<file path="config.mk">
export PLATFORM = sky130hd
export DESIGN_NAME = bcd_convert_ctrl_flat
export DESIGN_NICKNAME = d
export VERILOG_FILES = /design/src/rtl/bcd_convert_ctrl_if.sv /design/src/rtl/bcd_convert_ctrl.sv /design/src/flat_wrapper.sv
export SDC_FILE = /design/constraint.sdc
export NUM_CORES = 1
export LEC_CHECK = 0
export ABC_AREA = 1
export CORE_AREA = 2 2 63 77
export DETAILED_ROUTE_END_ITERATION = 12
export DIE_AREA = 0 0 65 79
export DONT_BUFFER_PORTS = 1
export PLACE_DENSITY = 0.68
export SLEW_MARGIN = 10
export SYNTH_ARGS = -nofsm -noshare
export SYNTH_HDL_FRONTEND = slang
export SYNTH_SLANG_ARGS = --single-unit
</file>
<file path="constraint.sdc">
create_clock -name clk -period 1.2 [get_ports clk]
set_input_delay 0.24 -clock clk [delete_from_list [all_inputs] [get_ports clk]]
set_output_delay 0.24 -clock clk [all_outputs]
set_load 0.005 [all_outputs]
</file>
<file path="src/rtl/bcd_convert_ctrl_if.sv">
// bcd_convert_ctrl_if: start/done handshake and packed BCD result bus of the binary-to-BCD converter.
interface bcd_convert_ctrl_if #(
  parameter int WIDTH  = 8,
  parameter int DIGITS = 3
);
  logic                  start;
  logic [WIDTH-1:0]      bin;
  logic                  busy;
  logic                  done;
  logic [4*DIGITS-1:0]   bcd;
  modport master (output start, bin, input busy, done, bcd);
  modport slave  (input start, bin, output busy, done, bcd);
endinterface

</file>
<file path="src/rtl/bcd_convert_ctrl.sv">
// bcd_convert_ctrl: sequential double-dabble binary-to-BCD converter, one bit per clock, shared add-3 correction.
module bcd_convert_ctrl #(
  parameter int WIDTH  = 8,
  parameter int DIGITS = 3
) (
  input  logic               clk,
  input  logic               reset,
  bcd_convert_ctrl_if.slave  bus
);
  localparam int BW = 4 * DIGITS;
  localparam int CW = $clog2(WIDTH + 1);
  localparam longint MAX_BIN = (longint'(1) << WIDTH) - 1;
  localparam longint DEC_RANGE = longint'(10) ** DIGITS;
  if (WIDTH < 4 || WIDTH > 16) begin : g_width_chk
    $error("bcd_convert_ctrl: WIDTH must be 4..16");
  end
  if (DEC_RANGE <= MAX_BIN) begin : g_digits_chk
    $error("bcd_convert_ctrl: DIGITS too small for WIDTH");
  end
  typedef enum logic {IDLE, SHIFT} state_t;
  state_t            state_q, state_d;
  logic [WIDTH-1:0]  bin_q, bin_d;
  logic [BW-1:0]     work_q, work_d, corr, bcd_q, bcd_d;
  logic [CW-1:0]     cnt_q, cnt_d;
  logic              busy_q, busy_d, done_q, done_d;
  logic              accept, last;
  logic [BW+WIDTH-1:0] cat;
  assign accept = state_q == IDLE && bus.start;
  assign last   = cnt_q == CW'(1);
  always_ff @(posedge clk) begin
    if (reset) begin
      state_q <= IDLE;
      bin_q   <= '0;
      work_q  <= '0;
      cnt_q   <= '0;
      bcd_q   <= '0;
      busy_q  <= 1'b0;
      done_q  <= 1'b0;
    end else begin
      state_q <= state_d;
      bin_q   <= bin_d;
      work_q  <= work_d;
      cnt_q   <= cnt_d;
      bcd_q   <= bcd_d;
      busy_q  <= busy_d;
      done_q  <= done_d;
    end
  end
  always_comb begin
    state_d = state_q == IDLE ? (bus.start ? SHIFT : IDLE) : (last ? IDLE : SHIFT);
  end
  // correct every digit before the shift so no digit exceeds 9 afterwards
  always_comb begin
    corr = '0;
    for (int i = 0; i < DIGITS; i++)
      corr[4*i+:4] = work_q[4*i+:4] >= 4'd5 ? work_q[4*i+:4] + 4'd3 : work_q[4*i+:4];
    cat = {corr, bin_q} << 1;
  end
  always_comb begin
    bin_d  = accept ? bus.bin : state_q == SHIFT ? cat[WIDTH-1:0] : bin_q;
    work_d = accept ? '0 : state_q == SHIFT ? cat[BW+WIDTH-1:WIDTH] : work_q;
    cnt_d  = accept ? CW'(WIDTH) : state_q == SHIFT ? cnt_q - CW'(1) : cnt_q;
    bcd_d  = state_q == SHIFT && last ? cat[BW+WIDTH-1:WIDTH] : bcd_q;
    busy_d = state_d == SHIFT;
    done_d = state_q == SHIFT && last;
  end
  assign bus.busy = busy_q;
  assign bus.done = done_q;
  assign bus.bcd  = bcd_q;
endmodule
</file>
<file path="src/flat_wrapper.sv">
// flat-port wrapper written by rule: the top's interface ports become plain ports
module bcd_convert_ctrl_flat 
#(
  parameter int WIDTH  = 8,
  parameter int DIGITS = 3
)
  (clk, reset, bus_start, bus_bin, bus_busy, bus_done, bus_bcd);
  bcd_convert_ctrl_if #(.WIDTH(WIDTH), .DIGITS(DIGITS)) bus_i ();
  input  logic clk;
  input  logic reset;
  input wire logic [$bits(bus_i.start)-1:0] bus_start;
  input wire logic [$bits(bus_i.bin)-1:0] bus_bin;
  output wire logic [$bits(bus_i.busy)-1:0] bus_busy;
  output wire logic [$bits(bus_i.done)-1:0] bus_done;
  output wire logic [$bits(bus_i.bcd)-1:0] bus_bcd;
  assign bus_i.start = bus_start;
  assign bus_i.bin = bus_bin;
  assign bus_busy = bus_i.busy;
  assign bus_done = bus_i.done;
  assign bus_bcd = bus_i.bcd;
  bcd_convert_ctrl #(.WIDTH(WIDTH), .DIGITS(DIGITS)) u_core (.clk(clk), .reset(reset), .bus(bus_i));
endmodule
</file>
==> results.json, run 1 <==
{
  "ys_types": 22,
  "dr.first_iter.drc_count": 85,
  "p_sw_frac": 0.247,
  "skew_ns": 0.00758,
  "final_area_sq_um": 2330,
  "gp_congestion": 0.828,
  "grt_pass1_vias": 1626,
  "powerDensity_nw_per_um2": 1350,
  "cp.arrival_ns": 1.40,
  "share_seq_of_total_power": 0.432,
  "finalHoldViolations": 0,
  "firstDrtPassIters": 4,
  "cp_max_fo": 3,
  "numCtsBuffers": 5,
  "ys_ff_latch": 38,
  "area_growth_pct": 22.2,
  "synth_seq_area_share": 0.400,
  "io_pins": 25,
  "syn-mean-instance-area_sq_um": 7.13,
  "p_comb_frac": 0.134,
  "wl_per_cell_microns": 12.2,
  "status": "completed",
  "clockPowerShare": 0.434,
  "crit_path_max_incr_delay_ns": 0.34,
  "crit_required_ns": 1.41,
  "die_w_microns": 65,
  "slowest_stage": "dfxtp_2",
  "die_area_sq_um": 5140,
  "antenna_found_initial": 0,
  "drv_slew": 0,
  "slew-limit-headroom": 0.765,
  "h-tree-depth": 2,
  "reg2regPathDepth": 8,
  "path_class": "register to register",
  "gr-usage-all-layers": 0.170,
  "drive_above_1_share": 0.259,
  "peakVddDrop_mv": 0.521,
  "coreArea_sq_um": 4430,
  "final_common_cell": "nand2_1",
  "vias": 1739,
  "syn-num-nets": 286,
  "hpwl_mm": 2.77,
  "die_height_microns": 79,
  "tightest_slew_ns": 0.352,
  "fin_nets": 304,
  "ant_nets": 0,
  "p_leak_uw": 0.00119,
  "setup_viol": 0,
  "totalPowerFinal_uw": 3150,
  "std_cell_rows": 27,
  "worstPathCellList": "inv_2, ha_1, nand2_2, nand3_2, nand2_1, nand3_1, nand2_1, inv_1",
  "cp_common_cell": "nand2_1",
  "yosys_warnings": 0,
  "placed_area_sq_um": 2040,
  "post_drt_via_cell_ratio": 5.06,
  "min_period_ns": 1.20,
  "synth_area_sq_um": 1900,
  "worstHoldPathCells": 2,
  "grt_overflow": 0,
  "cts.reportedPaths.clkPinSlew_ns": 0.08,
  "clock-sinks": 38,
  "hold_path.class": "input port to register",
  "p_int_uw": 2370,
  "r2r_slack_ns": 0.0007,
  "grt_max_degree": 22,
  "drv_cap": 0,
  "fillCellCount": 437,
  "final_cell_mix": "nand2_1, dfxtp_1, nand3_1",
  "clk_latency_ns": 0.30,
  "cts-root-buf": "clkbuf_8",
  "period_share": 0.999,
  "cts_tree": "built",
  "cts_buffer_depth": 2,
  "grt_pass1_wl_mm": 6.76,
  "synthCells": 267,
  "critPathLaunchType": "register",
  "rsz0062_at_grt": "true",
  "worstSetupEndpointType": "register",
  "start_util": 0.430,
  "wirelength_mm": 4.20,
  "timing.fmax_ghz": 0.834,
  "numPortBuffers": 0,
  "switching_power_uw": 778,
  "num_antenna_cells": 0,
  "drc": 0
}
worst max-delay path: cells and delay by family, from the launching register on:
kind / cells / cell delay [ns]
fa+ha+maj: 1 / 0.19
buf+inv: 2 / 0.10
flops: 1 / 0.34
simple gates: 5 / 0.48
path summary, 6_finish.rpt:
kind                       end              from
max reg2reg  u_core.work_q[10]  u_core.work_q[9]
min            u_core.bin_q[0]        bus_bin[0]
max          u_core.work_q[10]  u_core.work_q[9]
min reg2reg    u_core.bin_q[0]   u_core.bin_q[0]
power groups by stage:
| stage | Sequential, uW | Combinational (uW) | Clock, uW |
|---|---|---|---|
| 2_1_floorplan | 1370 | 291 | 0 |
| 3_3_place_gp | 1380 | 373 | 0 |
| 3_5_place_dp | 1380 | 375 | 0 |
| 4_1_cts | 1350 | 384 | 1380 |
| 5_1_grt | 1370 | 476 | 1440 |
| 6_report | 1360 | 422 | 1370 |
through the flow:
stage	hold WS (ns)	util	TNS [ns]	instances	setup WS, ns
after floorplan	0.309	-	0	267	0.0726
after global placement	0.316	0.461	-0.0639	333	-0.0222
after detailed placement	0.320	0.461	-0.126	333	-0.0344
after CTS	0.0510	0.497	0	342	0.00709
after global routing	0.0713	0.526	-0.155	344	-0.0260
final	0.0717	0.526	0	344	0.000712
logic make-up (layout without fill, tap and decap cells):
kind of cell	after synthesis	count (layout)	synth area share
buf+inv	48	67	0.112
simple gates	147	147	0.355
flops	38	38	0.400
compound gates	26	26	0.0809
fa+ha+maj	8	8	0.0526
layer usage:
layer	track usage	part of all wire	up-vias
li1	-	-	880
met1	0.165	0.38	805
met2	0.312	0.53	43
met3	0.0538	0.065	11
met4	0.0957	0.025	0
met5	0	0	-
state kept, by name, indices dropped and copies added (netlist names):
signal and flops:
u_core.bus.bcd 12, u_core.work_q 12, u_core.bin_q 8, u_core.cnt_q 4, u_core.bus.done 1, u_core.state_q 1
synthesized netlist by cell type:
library cell / count / share of area
a21oi_1: 10 / 0.026
nor2_4: 2 / 0.012
nand2_1: 88 / 0.17
o21ai_0: 9 / 0.024
nor3_1: 2 / 0.0053
inv_6: 1 / 0.0046
buf_6: 2 / 0.012
buf_4: 2 / 0.0079
ha_1: 8 / 0.053
buf_2: 4 / 0.011
a21oi_2: 5 / 0.023
nand4_1: 6 / 0.020
nand3_4: 1 / 0.0092
dfxtp_1: 38 / 0.40
o21a_1: 1 / 0.0039
inv_1: 36 / 0.071
nand3_1: 34 / 0.089
nor2_8: 2 / 0.021
inv_2: 3 / 0.0059
a22oi_1: 1 / 0.0039
nor2_2: 1 / 0.0033
nor2_1: 11 / 0.022
cell type report:
cell class                 count  area [sq um]  area share
clock inverter                 2          60.1      0.0258
multi-input combinational    181          1030       0.444
inverter                      40           155      0.0667
tap                           58          72.6      0.0312
sequential                    38           771       0.331
clock buffer                   6          82.6      0.0355
timing repair buffer          19           153      0.0656
timing repair:
action                                 in CTS  in global routing
endpoints found under the hold margin       1                  0
hold buffers                                1                  0
pin swaps                                   0                  7
cloned                                      0                  0
resized for setup                           5                 38
setup buffers                               0                  2
setup endpoints to repair                  16                 24
(Power assumes the default switching activity.)
==> run 2: changes to the inputs <==
--- a/config.mk
+++ b/config.mk
@@ -5,10 +5,9 @@
 export SDC_FILE = /design/constraint.sdc
 export NUM_CORES = 1
 export LEC_CHECK = 0
-export ABC_AREA = 1
-export CORE_AREA = 2 2 63 77
+export CORE_AREA = 2 2 60 74
 export DETAILED_ROUTE_END_ITERATION = 12
-export DIE_AREA = 0 0 65 79
+export DIE_AREA = 0 0 62 76
 export DONT_BUFFER_PORTS = 1
 export PLACE_DENSITY = 0.68
 export SLEW_MARGIN = 10
==> run 2 against run 1 <==
Compared with the run above: the run now ends with setup timing left; total power shrank 2.7%; first-iteration DRC count shrank 51%; clock power is essentially flat; synthesized cell count shrank 25%; non-clock buffer count grew 16; final cell count shrank 16%; worst setup slack lost 0.082 ns; sequential share of layout area shrank 1.5 points; routed wire length shrank 7.1%; clock-buffer cell count is the same; core utilization grew 8.1 points; sequential cell count is the same; largest cell class unchanged; largest power group unchanged.
==> results.json, run 2 <==
{
  "slowest_stage": "dfxtp_2",
  "status": "finished with violations",
  "final_cell_mix": "buf_4, dfxtp_1, nor2_1",
  "crit_path_max_incr_delay_ns": 0.35,
  "synth_top_family_by_area": "compound AO/OA/AOI/OAI gates",
  "std_cell_rows": 26,
  "slew-limit-headroom": 0.805,
  "die_height_microns": 76,
  "rsz0062_at_grt": "true",
  "cp.arrival_ns": 1.47,
  "setup_viol": 12,
  "dr.first_iter.drc_count": 42,
  "cp_max_fo": 3,
  "wirelength_mm": 3.90,
  "area_growth_pct": 41.1,
  "period_share": 1.07,
  "drv_cap": 0,
  "wl_per_cell_microns": 13.4,
  "synth_area_sq_um": 1750,
  "grt_pass1_wl_mm": 6.65,
  "synthMuxAreaShare": 0.0687,
  "hold_path.class": "input port to register",
  "die_w_microns": 62,
  "cts-root-buf": "clkbuf_8",
  "synth-adder-area-share": 0.0573,
  "cts_buffer_depth": 2,
  "start_util": 0.430,
  "drc": 0,
  "critPathLaunchType": "register",
  "numPortBuffers": 0,
  "cp_top_family": "compound AO/OA/AOI/OAI gates",
  "path_buf_inv": 1,
  "dp_cells": 277,
  "drive_above_1_share": 0.410,
  "antenna_found_initial": 0,
  "cts.reportedPaths.clkPinSlew_ns": 0.08,
  "setup_slack_ns": -0.0811,
  "syn-num-nets": 219,
  "min_period_ns": 1.28,
  "ant_nets": 0,
  "worstSetupEndpointType": "register",
  "syn-mean-instance-area_sq_um": 8.74,
  "hpwl_mm": 2.75,
  "clock-sinks": 38,
  "failed_checks": "setup timing",
  "gr-usage-all-layers": 0.187,
  "netlist_top_cells_count": "dfxtp_1, nor2_1, a21oi_1, nand2_1",
  "path_class": "register to register",
  "peakVddDrop_mv": 0.718,
  "grt_overflow": 0,
  "vias": 1493,
  "io_pins": 25,
  "firstDrtPassIters": 4,
  "num_antenna_cells": 0,
  "gp_congestion": 0.800,
  "h-tree-depth": 2,
  "drv_slew": 0,
  "coreArea_sq_um": 4070,
  "yosys_warnings": 0,
  "synthFlopType": "dfxtp_1",
  "final_area_sq_um": 2470,
  "fin_cells": 290,
  "clk_latency_ns": 0.29,
  "placed_area_sq_um": 2100,
  "worstPathCellList": "inv_4, ha_4, nand2b_4, a21oi_4, xnor2_1, a22o_1",
  "synth.area.top_cells": "dfxtp_1, mux2i_1, ha_1, a21oi_1, nor2_1",
  "synth_top_area_share": 0.435,
  "grt_max_degree": 34,
  "finalHoldViolations": 0,
  "fin_nets": 252,
  "cts_tree": "built",
  "die_area_sq_um": 4710,
  "setup_tns_ns": -0.680,
  "powerDensity_nw_per_um2": 1240,
  "synth.most_common_cell": "dfxtp_1",
  "tightest_slew_ns": 0.292,
  "skew_ns": 0.00829,
  "synth-simple-area-share": 0.170,
  "timing.fmax_ghz": 0.781,
  "post_drt_via_cell_ratio": 5.15,
  "totalPowerFinal_uw": 3060,
  "ys_types": 31,
  "synth_seq_area_share": 0.435,
  "grt_pass1_vias": 1473,
  "synth-compound-area-share": 0.183,
  "synth-edff-count": 0,
  "numCtsBuffers": 5,
  "ys_ff_latch": 38,
  "yosysTopAreaCell": "dfxtp_1",
  "synthCells": 200,
  "crit_required_ns": 1.39,
  "p_leak_uw": 0.000970,
  "synth-async-reset-ratio": 0,
  "synth-xor-area-share": 0.0301
}
-- run 2: cell count changes after synthesis, moves of 6 or more --
| cell | delta |
|---|---|
| a21oi_1 | +7 |
| nand4_1 | -6 |
| mux2i_1 | +12 |
| nand2_1 | -72 |
| nor2_1 | +11 |
| nand3_1 | -31 |
| inv_1 | -23 |
-- run 2: kinds of logic (layout without fill, tap and decap cells) --
kind of cell    after synthesis  count (layout)
flops                        38              38
fa+ha+maj                     8               8
simple gates                 62              62
compound gates               52              52
buf+inv                      22              56
xor+xnor                      6               6
mux                          12              12
-- run 2: worst paths after layout --
check	startpoint	end	slack [ns]	cells after the start
worst max-delay path	u_core.work_q[1]	u_core.bus.bcd[1]	-0.08	6
worst min-delay path	reset	u_core.bin_q[1]	0.01	1
worst max register to register	u_core.work_q[1]	u_core.bus.bcd[1]	-0.08	6
worst min register to register	u_core.bus.bcd[2]	u_core.bus.bcd[2]	0.47	2
-- run 2: layer usage --
layer  vias to the layer above  GRT usage  wire (microns)
li1                        753          -               -
met1                       709      0.217            1620
met2                        26      0.314            2090
met3                         5     0.0611             135
met4                         0     0.0596              49
met5                         -          0               0
-- run 2: final cells by class --
class	instances	area [sq um]
clock buffers	6	82.6
inverters	13	53.8
fillers	359	1600
clock inverters	2	60.1
well taps	56	70.1
repair buffers	35	293
multi-input cells	140	1130
flip-flops and latches	38	779
-- run 2: through the flow --
stage | utilization | hold WS [ns] | worst slack (ns)
3_5_place_dp | 0.517 | 0.316 | -0.0992
5_1_grt | 0.606 | 0.00111 | -0.141
6_report | 0.606 | 0.0116 | -0.0811
3_3_place_gp | 0.517 | 0.314 | -0.0715
4_1_cts | 0.582 | 0.00175 | -0.0821
2_1_floorplan | - | 0.435 | -0.0288
-- run 2: repair_timing --
item                                   CTS  global route
pin swaps                               16            12
hold buffers                             0             1
gates cloned                             0             0
endpoints found under the hold margin    0             2
buffers inserted                         2             2
gates resized for setup                 32            22
setup endpoints to repair               22            24
-- run 2: where the power goes --
group	switching (uW)	leakage (uW)	total (uW)	internal [uW]
Clock	453	0.0000714	1340	887
Sequential	30.9	0.000313	1330	1300
Combinational	185	0.000585	391	206
Total	669	0.000970	3060	2390
